--- config.mk ---
export PLATFORM = sky130hd
export DESIGN_NAME = xbus_arbiter
export DESIGN_NICKNAME = d
export VERILOG_FILES = /design/src/rtl/xbus_arb_pkg.sv /design/src/rtl/xbus_arbiter_rr_pick.sv /design/src/rtl/xbus_arbiter.sv
export SDC_FILE = /design/constraint.sdc
export NUM_CORES = 1
export LEC_CHECK = 0
export CORE_ASPECT_RATIO = 0.75
export CORE_UTILIZATION = 31
export CTS_BUF_LIST = sky130_fd_sc_hd__clkbuf_4
export CTS_CLUSTER_DIAMETER = 120
export DETAILED_ROUTE_END_ITERATION = 10
export GPL_ROUTABILITY_DRIVEN = 0
export SLEW_MARGIN = 30
export SYNTH_ARGS = -nofsm -noshare
export SYNTH_HDL_FRONTEND = slang
export SYNTH_HIERARCHICAL = 1
export SYNTH_SLANG_ARGS = --single-unit
--- constraint.sdc ---
create_clock -name clk -period 3.4 [get_ports clk]
set_clock_uncertainty 0.15 [all_clocks]
set_input_delay 0.85 -clock clk [delete_from_list [all_inputs] [get_ports clk]]
set_output_delay 0.85 -clock clk [all_outputs]
set_load 0.1 [all_outputs]
--- src/rtl/xbus_arb_pkg.sv ---
// rtl/xbus_arb_pkg.sv - shared constants and state encoding for the Xbus arbiter
package xbus_arb_pkg;

    // Upper bound on requesters; sizes padded scan vectors and the index field
    localparam int NREQ_MAX = 8;

    // Width of the encoded requester index
    localparam int IDX_W = 3;

    // Width of the settle-delay counter (SETTLE is at most 3)
    localparam int SETTLE_W = 2;

    // Width of the ack watchdog
    localparam int WD_W = 8;

    typedef enum logic [1:0] {
        ST_IDLE    = 2'd0,
        ST_SETTLE  = 2'd1,
        ST_ACTIVE  = 2'd2,
        ST_RELEASE = 2'd3
    } arb_state_e;

    // Round-robin successor of an index, wrapping at nreq-1
    function automatic logic [IDX_W-1:0] next_idx(input logic [IDX_W-1:0] cur, input int nreq);
        if (cur == IDX_W'(nreq - 1)) begin
            next_idx = '0;
        end else begin
            next_idx = cur + IDX_W'(1);
        end
    endfunction

endpackage

--- src/rtl/xbus_arbiter_rr_pick.sv ---
// rtl/xbus_arbiter_rr_pick.sv - combinational rotating-priority finder (rr_pick)
module rr_pick
    import xbus_arb_pkg::*;
#(
    parameter int NREQ = 4
)
(
    input  logic [NREQ-1:0]  req,
    input  logic [IDX_W-1:0] ptr,
    output logic [NREQ-1:0]  pick,
    output logic [IDX_W-1:0] idx
);

    logic [IDX_W:0] w_pos;
    logic           w_found;

    // Visit positions ptr, ptr+1, ... wrapping at NREQ-1; the first requesting one wins
    always_comb begin
        pick    = '0;
        idx     = '0;
        w_found = 1'b0;
        w_pos   = '0;
        for (int k = 0; k < NREQ; k++) begin
            w_pos = {1'b0, ptr} + (IDX_W+1)'(k);
            if (w_pos >= (IDX_W+1)'(NREQ)) begin
                w_pos = w_pos - (IDX_W+1)'(NREQ);
            end
            for (int j = 0; j < NREQ; j++) begin
                if (!w_found && req[j] && (w_pos == (IDX_W+1)'(j))) begin
                    w_found = 1'b1;
                    pick[j] = 1'b1;
                    idx     = IDX_W'(j);
                end
            end
        end
    end

endmodule

--- src/rtl/xbus_arbiter.sv ---
// rtl/xbus_arbiter.sv - round-robin Xbus grant sequencer with AOI select enables; optional ack watchdog under XBUS_ARB_TIMEOUT_EN
module xbus_arbiter
    import xbus_arb_pkg::*;
#(
    parameter int NREQ    = 4,
    parameter int SETTLE  = 1,
    parameter int TMO_CYC = 255
)
(
    input  logic              clk,
    input  logic              reset_n,
    input  logic [NREQ-1:0]   req,
    input  logic              ack,
    output logic [NREQ-1:0]   grant,
    output logic [NREQ-1:0]   sel_n,
    output logic [IDX_W-1:0]  sel_idx,
    output logic              cycle_start,
    output logic [NREQ-1:0]   done,
    output logic              busy,
    output logic              bus_err
);

    localparam logic [SETTLE_W-1:0] SETTLE_LD = SETTLE_W'(SETTLE);
    localparam logic [WD_W-1:0]     TMO_LAST  = WD_W'(TMO_CYC - 1);

    arb_state_e          r_state;
    logic [IDX_W-1:0]    r_ptr;
    logic [SETTLE_W-1:0] r_cnt;
    logic [NREQ-1:0]     r_grant;
    logic [IDX_W-1:0]    r_sel_idx;
    logic                r_cycle_start;
    logic [NREQ-1:0]     r_done;

    logic [NREQ-1:0]     w_pick;
    logic [IDX_W-1:0]    w_pick_idx;
    logic                w_any_req;
    logic                w_owner_req;

`ifdef XBUS_ARB_TIMEOUT_EN
    logic [WD_W-1:0]     r_wd;
    logic                r_bus_err;
`else
    logic                w_unused_tmo;
    assign w_unused_tmo = ^TMO_LAST;
`endif

    rr_pick #(
        .NREQ (NREQ)
    ) u_rr_pick (
        .req  (req),
        .ptr  (r_ptr),
        .pick (w_pick),
        .idx  (w_pick_idx)
    );

    assign w_any_req   = |req;
    // The current owner is still asking for the bus
    assign w_owner_req = |(req & r_grant);

    // Arbitration FSM: grant, settle the AOI selects, wait for ack, then rotate priority
    always_ff @(posedge clk or negedge reset_n) begin
        if (!reset_n) begin
            r_state       <= ST_IDLE;
            r_ptr         <= '0;
            r_cnt         <= '0;
            r_grant       <= '0;
            r_sel_idx     <= '0;
            r_cycle_start <= 1'b0;
            r_done        <= '0;
`ifdef XBUS_ARB_TIMEOUT_EN
            r_wd          <= '0;
            r_bus_err     <= 1'b0;
`endif
        end else begin
            r_cycle_start <= 1'b0;
            r_done        <= '0;
`ifdef XBUS_ARB_TIMEOUT_EN
            r_bus_err     <= 1'b0;
`endif
            case (r_state)
                ST_IDLE: begin
                    if (w_any_req) begin
                        r_grant   <= w_pick;
                        r_sel_idx <= w_pick_idx;
                        r_cnt     <= SETTLE_LD;
                        r_state   <= ST_SETTLE;
                        // With no settle delay the launch pulse coincides with the grant
                        if (SETTLE == 0) begin
                            r_cycle_start <= 1'b1;
                        end
                    end
                end
                ST_SETTLE: begin
                    if (!w_owner_req) begin
                        r_grant   <= '0;
                        r_sel_idx <= '0;
                        r_state   <= ST_IDLE;
                    end else if (r_cnt == '0) begin
                        r_state <= ST_ACTIVE;
`ifdef XBUS_ARB_TIMEOUT_EN
                        r_wd    <= '0;
`endif
                    end else begin
                        r_cnt <= r_cnt - SETTLE_W'(1);
                        // Launch lands in the cycle the counter shows zero
                        if (r_cnt == SETTLE_W'(1)) begin
                            r_cycle_start <= 1'b1;
                        end
                    end
                end
                ST_ACTIVE: begin
                    if (ack) begin
                        r_done  <= r_grant;
                        r_state <= ST_RELEASE;
                    end else if (!w_owner_req) begin
                        r_grant   <= '0;
                        r_sel_idx <= '0;
                        r_state   <= ST_IDLE;
                    end
`ifdef XBUS_ARB_TIMEOUT_EN
                    else if (r_wd == TMO_LAST) begin
                        r_done    <= r_grant;
                        r_bus_err <= 1'b1;
                        r_state   <= ST_RELEASE;
                    end else begin
                        r_wd <= r_wd + WD_W'(1);
                    end
`endif
                end
                ST_RELEASE: begin
                    r_grant   <= '0;
                    r_sel_idx <= '0;
                    r_ptr     <= next_idx(r_sel_idx, NREQ);
                    r_state   <= ST_IDLE;
                end
                default: begin
                    r_grant   <= '0;
                    r_sel_idx <= '0;
                    r_state   <= ST_IDLE;
                end
            endcase
        end
    end

    assign grant       = r_grant;
    assign sel_n       = ~r_grant;
    assign sel_idx     = r_sel_idx;
    assign cycle_start = r_cycle_start;
    assign done        = r_done;
    assign busy        = |r_grant;
`ifdef XBUS_ARB_TIMEOUT_EN
    assign bus_err     = r_bus_err;
`else
    assign bus_err     = 1'b0;
`endif

endmodule

# --- Word-level counts from Yosys, hierarchy flattened ---
# Index checks and enable logic that the tools add are counted.
op_classes:
  addsub: 9
  magnitude_cmp: 4
  eq_ne: 23
  n_mux: 73
  bitwise: 2
  reduce_logical: 59
op_table:
  columns: ["op", "n"]
  rows:
  - ["$mux W2", 21]
  - ["$mux W4", 9]
  - ["$mux W1", 35]
  - ["$eq A4 B2 Y1 const B", 8]
  - ["$logic_and A1 B1 Y1", 31]
  - ["$eq A4 B1 Y1 const B", 4]
  - ["$logic_not A4 Y1", 4]
  - ["$pmux W4 S4", 1]
  - ["$logic_not A1 Y1", 15]
  - ["$ge A4 B3 Y1 const B", 3]
  - ["$mux W3", 4]
  - ["$pmux W3 S4", 1]
  - ["$reduce_or A4 Y1", 3]
  - ["$sub A4 B3 Y4 const B", 3]
  - ["$add A3 B2 Y4 const B", 2]
  - ["$ne A2 B2 Y1 const B", 4]
  - ["$pmux W2 S4", 1]
  - ["$ne A3 B3 Y1 const B", 2]
  - ["$add A3 B1 Y4 const B", 1]
  - ["$and A4 B4 Y4", 1]
  - ["$eq A2 B1 Y1 const B", 2]
  - ["$eq A2 B2 Y1 const B", 2]
  - ["$logic_not A2 Y1", 2]
  - ["$not A4 Y4", 1]
  - ["other kinds (10)", 10]
word_totals:
  reg_bits: 19
  inputBits: 7
  out_inout_bits: 18
  word_cells: 177

# --- Longest topological paths before layout ---
depth:
  word_depth: 67
  ltp_mapped: 13

# --- By module ---
# Netlist, hierarchy kept.
modules_own_cells:
  columns: ["mod", "instances", "cells_per_inst", "area_each_um2", "seq_area_each_um2"]
  rows:
  - ["xbus_arbiter", 1, 91, 1006.0, 475.5]
  - ["rr_pick", 1, 64, 457.9, 0.0]

# --- Worst setup path after synthesis ---
# OpenSTA, ideal clock, no wires.
synth_path:
  path_kind: "reg2out"
  start: "reg r_grant[1] (netlist: grant[1])"
  end: "out busy"
  arrival_time_ns: 2.714
  required_ns: 2.400
  path_slack_ns: -0.314
  path_stages_with_launch: 3
  path_buffers: 0
  path_cell_list: "dfrtp_1 > inv_1 > nand4_1"
synth_via:
  elab_chain_len: 1
synth_lines:
  columns: ["item", "line_no", "rtl"]
  rows:
  - ["start, declared", "xbus_arbiter.sv:29", "logic [NREQ-1:0] r_grant;"]
  - ["start signal, assigned", "xbus_arbiter.sv:83", "r_grant <= w_pick;"]
  - ["$reduce_or A4 Y1", "xbus_arbiter.sv:150", "assign busy = |r_grant;"]
  - ["end, declared", "xbus_arbiter.sv:19", "output logic busy,"]
# Every way passes these cells.

# --- Worst setup path in the final report ---
layout_path:
  start: "reg r_ptr[2]"
  end: "reg r_sel_idx[0] (netlist: sel_idx[0])"
layout_via:
  elab_chain_len: 67
  elab_cells_between_ends: 109
layout_lines:
  columns: ["item", "line_no", "rtl"]
  rows:
  - ["start, declared", "xbus_arbiter.sv:27", "logic [IDX_W-1:0] r_ptr;"]
  - ["start signal, assigned", "xbus_arbiter.sv:133", "r_ptr <= next_idx(r_sel_idx, NREQ);"]
  - ["$sub A3 B3 Y4 / $ge A3 B3 Y1 (equally long branches)", "xbus_arbiter_rr_pick.sv:26, xbus_arbiter_rr_pick.sv:25", null]
  - ["$mux W4", "xbus_arbiter_rr_pick.sv:25", "if (w_pos >= (IDX_W+1)'(NREQ)) begin"]
  - ["$logic_not A4 Y1", "xbus_arbiter_rr_pick.sv:29", "if (!w_found && req[j] && (w_pos == (IDX_W+1)'(j))) begin"]
  - ["$logic_and A1 B1 Y1", "xbus_arbiter_rr_pick.sv:29", null]
  - ["$mux W1", "xbus_arbiter_rr_pick.sv:29", null]
  - ["$logic_not A1 Y1", "xbus_arbiter_rr_pick.sv:29", null]
  - ["$logic_and A1 B1 Y1 (2 in series)", "xbus_arbiter_rr_pick.sv:29", null]
  - ["$mux W1", "xbus_arbiter_rr_pick.sv:29", null]
  - ["(+49 left out)", null, null]
  - ["$logic_and A1 B1 Y1 (2 in series)", "xbus_arbiter_rr_pick.sv:29", null]
  - ["$mux W1", "xbus_arbiter_rr_pick.sv:29", null]
  - ["$logic_not A1 Y1", "xbus_arbiter_rr_pick.sv:29", null]
  - ["$logic_and A1 B1 Y1 (2 in series)", "xbus_arbiter_rr_pick.sv:29", null]
  - ["$mux W2 *", "xbus_arbiter_rr_pick.sv:29", null]
  - ["via w_pick_idx[0]", "xbus_arbiter.sv:35", "logic [IDX_W-1:0] w_pick_idx;"]
  - ["$mux W3 *", "xbus_arbiter.sv:82", "if (w_any_req) begin"]
  - ["$pmux W3 S4 *", "xbus_arbiter.sv:80", "case (r_state)"]
  - ["end signal, assigned", "xbus_arbiter.sv:84", "r_sel_idx <= w_pick_idx;"]
  - ["end, declared", "xbus_arbiter.sv:30", "logic [IDX_W-1:0] r_sel_idx;"]
# Mark *: on every way through the listed nets, which the timed path passes. The rest lies on a longest branch. The select of a mux whose other input is x is not followed.
# A chain may end at the register's enable or synchronous reset.

==> out/summary.txt <==
1st-pass router iterations = 4
setup TNS = 0 ps
Post-Syn Instances = 155
crit path launch type = register
fraction of registers with async set/reset = 100%
Final Max Tran Viols = 0
total CTS buffers = 3
Final ANT Viol Nets = 0
Avg Synthesized Cell Area = 9.44 µm²
Die H = 61.5 µm
share of layout cells above drive strength 1 = 24.3%
vias in the first global route = 1111
root buffer cell = clkbuf_4
crit-path max FO = 15
DP Wirelength = 2.55 mm
syn nets = 173
CTS max path bufs = 2
RSZ-0062 raised after global routing = no
number of flops mapped to enable cells by yosys = 0
Finished Cell Area = 1740 µm²
routed vias/inst = 5.16
drt drc = 0
worst path arrival time = 2860 ps
CTS tree = built
# hold bufs at CTS = 0
global-route wire length before repair = 5.49 mm
1st-iter DRT viols = 102
FF+latch count, synth = 19
Least-Margin Pin Slew = 823 ps
CTS clk-pin slew, worst paths = 100 ps
outcome = finished, final reports clean
Cell variety after synth = 53
# port buffers = 23
Area Overhead vs Synth = 18.7%
fmax = 358 MHz
die area = 5000 µm²
post-synth top area share = 32.5%
Hold Crit Class = register to register
Top FF cell, synth = dfrtp_1
setup bufs post-CTS = 0
Die X = 81.4 µm
initial antenna violation count = 0
clk_lat worst skew = 290 ps
post-route minimum period = 2790 ps
vias after detailed routing = 1208
crit end category = register
CTS sink count = 19
Cell Area, Synth = 1460 µm²
maximum number of pins on one net before global-route repair = 20
Std-Cell Core Area = 4490 µm²
maxcap violations = 0
largest area contributor in the netlist = dfrtp_1
total wire length = 3.22 mm
Initial Util = 32.6%
Setup Viol. Count Final = 0
H-tree levels = 1
fin crit share = 82.1%
worst setup path class = register to register
CTS resizes = 0
Critical Path RT = 3470 ps
GRT overflow = 0
DP Area = 1710 µm²
nets = 196
GRT Total Usage = 14.8%
post-synthesis sequential area ratio = 32.5%
# rows = 21
max_slew headroom = 44.9%
# IOs = 25
final hold vios = 0
ant diodes = 0
YS warnings = 6
ranking of synthesized cells by area = dfrtp_1, ha_1, mux2i_1, inv_1, nand2_1
drt wl/cell = 13.7 µm
## cell type report
cell class	instances	area, µm²
fill	455	2760
multi-input combinational	111	873
sequential	19	480
timing repair buffer	25	203
inverter	18	82.6
tap	57	71.3
clock buffer	3	22.5
clock inverter	1	5.00
## registers in the layout (all words and copies together), names as in the netlist
signal,cells
cycle_start,1
done,4
grant,4
r_cnt,2
r_ptr,3
r_state,2
sel_idx,3
## kinds of logic (layout without fill, tap and decap cells)
logic type | count (synthesis) | count (layout) | share of synthesized area, %
AND/OR/NAND/NOR | 59 | 59 | 23.8
AO/OA/AOI/OAI | 27 | 27 | 17.7
buffers and inverters | 25 | 47 | 7.86
flip-flops | 19 | 19 | 32.5
adder cells (fa/ha/maj) | 11 | 11 | 9.40
multiplexers | 10 | 10 | 7.01
other | 2 | 2 | 0.513
XOR/XNOR | 2 | 2 | 1.20
## metrics by stage
step	setup slack, ps	hold slack, ps	util [%]	std cells
global route	432	403	38.7	234
CTS	615	354	38.7	234
floorplan	64.1	306	-	155
detailed placement	523	340	38.1	230
finish	608	353	38.7	234
global placement	542	323	38.1	230
## worst paths after layout
kind	to	startpoint	slack [ps]	cells past startpoint
hold / removal	r_cnt[0]	r_cnt[0]	350	1
hold reg to reg	r_cnt[0]	r_cnt[0]	350	1
setup / recovery	sel_idx[0]	r_ptr[2]	610	9
max in group asynchronous	grant[1]	reset_n	1670	1
min in group asynchronous	grant[0]	reset_n	870	1
setup reg to reg	sel_idx[0]	r_ptr[2]	610	9
## synthesized netlist by cell type (all sizes together), types with 2 or more instances
cell type	instances
or2	2
nand3	2
inv	18
dfrtp	19
nor2b	4
conb	2
nand2b	5
nor3	4
nand4	2
buf	6
nor4	3
xnor2	2
nand2	14
a21oi	2
ha	11
a22oi	4
and3	5
mux2	2
nor2	10
nor4b	2
o21ai	3
a41oi	2
mux2i	8
o22ai	2
## worst max-delay path: stages (launching register included)
cell     delay, ps
dfrtp_1        700
nand3_1        190
ha_1           400
nor4b_1         80
a21o_2         220
and4b_1        210
nor4_2         410
or2_1          170
nand2_1         50
mux2i_1        150
## layout by cell type, fill, tap and decap left out, types with 3 or more instances in the layout
cell type / instances
nor2_1: 10
ha_1: 11
clkdlybuf4s50_1: 6
o21ai_0: 3
dfrtp_2: 4
clkbuf_4: 3
inv_1: 14
nand2_1: 13
nor2b_1: 4
and3_1: 4
dfrtp_1: 15
mux2i_1: 8
clkinvlp_4: 4
nor3_1: 3
buf_4: 19
nand2b_1: 5
## metal layers
metal / global-route usage [%] / share of wire, % / vias up
li1: - / - / 588
met1: 19.6 / 47 / 559
met2: 23.2 / 43 / 53
met3: 4.59 / 7.6 / 8
met4: 4.08 / 1.6 / 0
met5: 0 / 0 / -
Power is not shown: default switching activity piles up to over one toggle a cycle in this logic, so the estimate is an artifact.
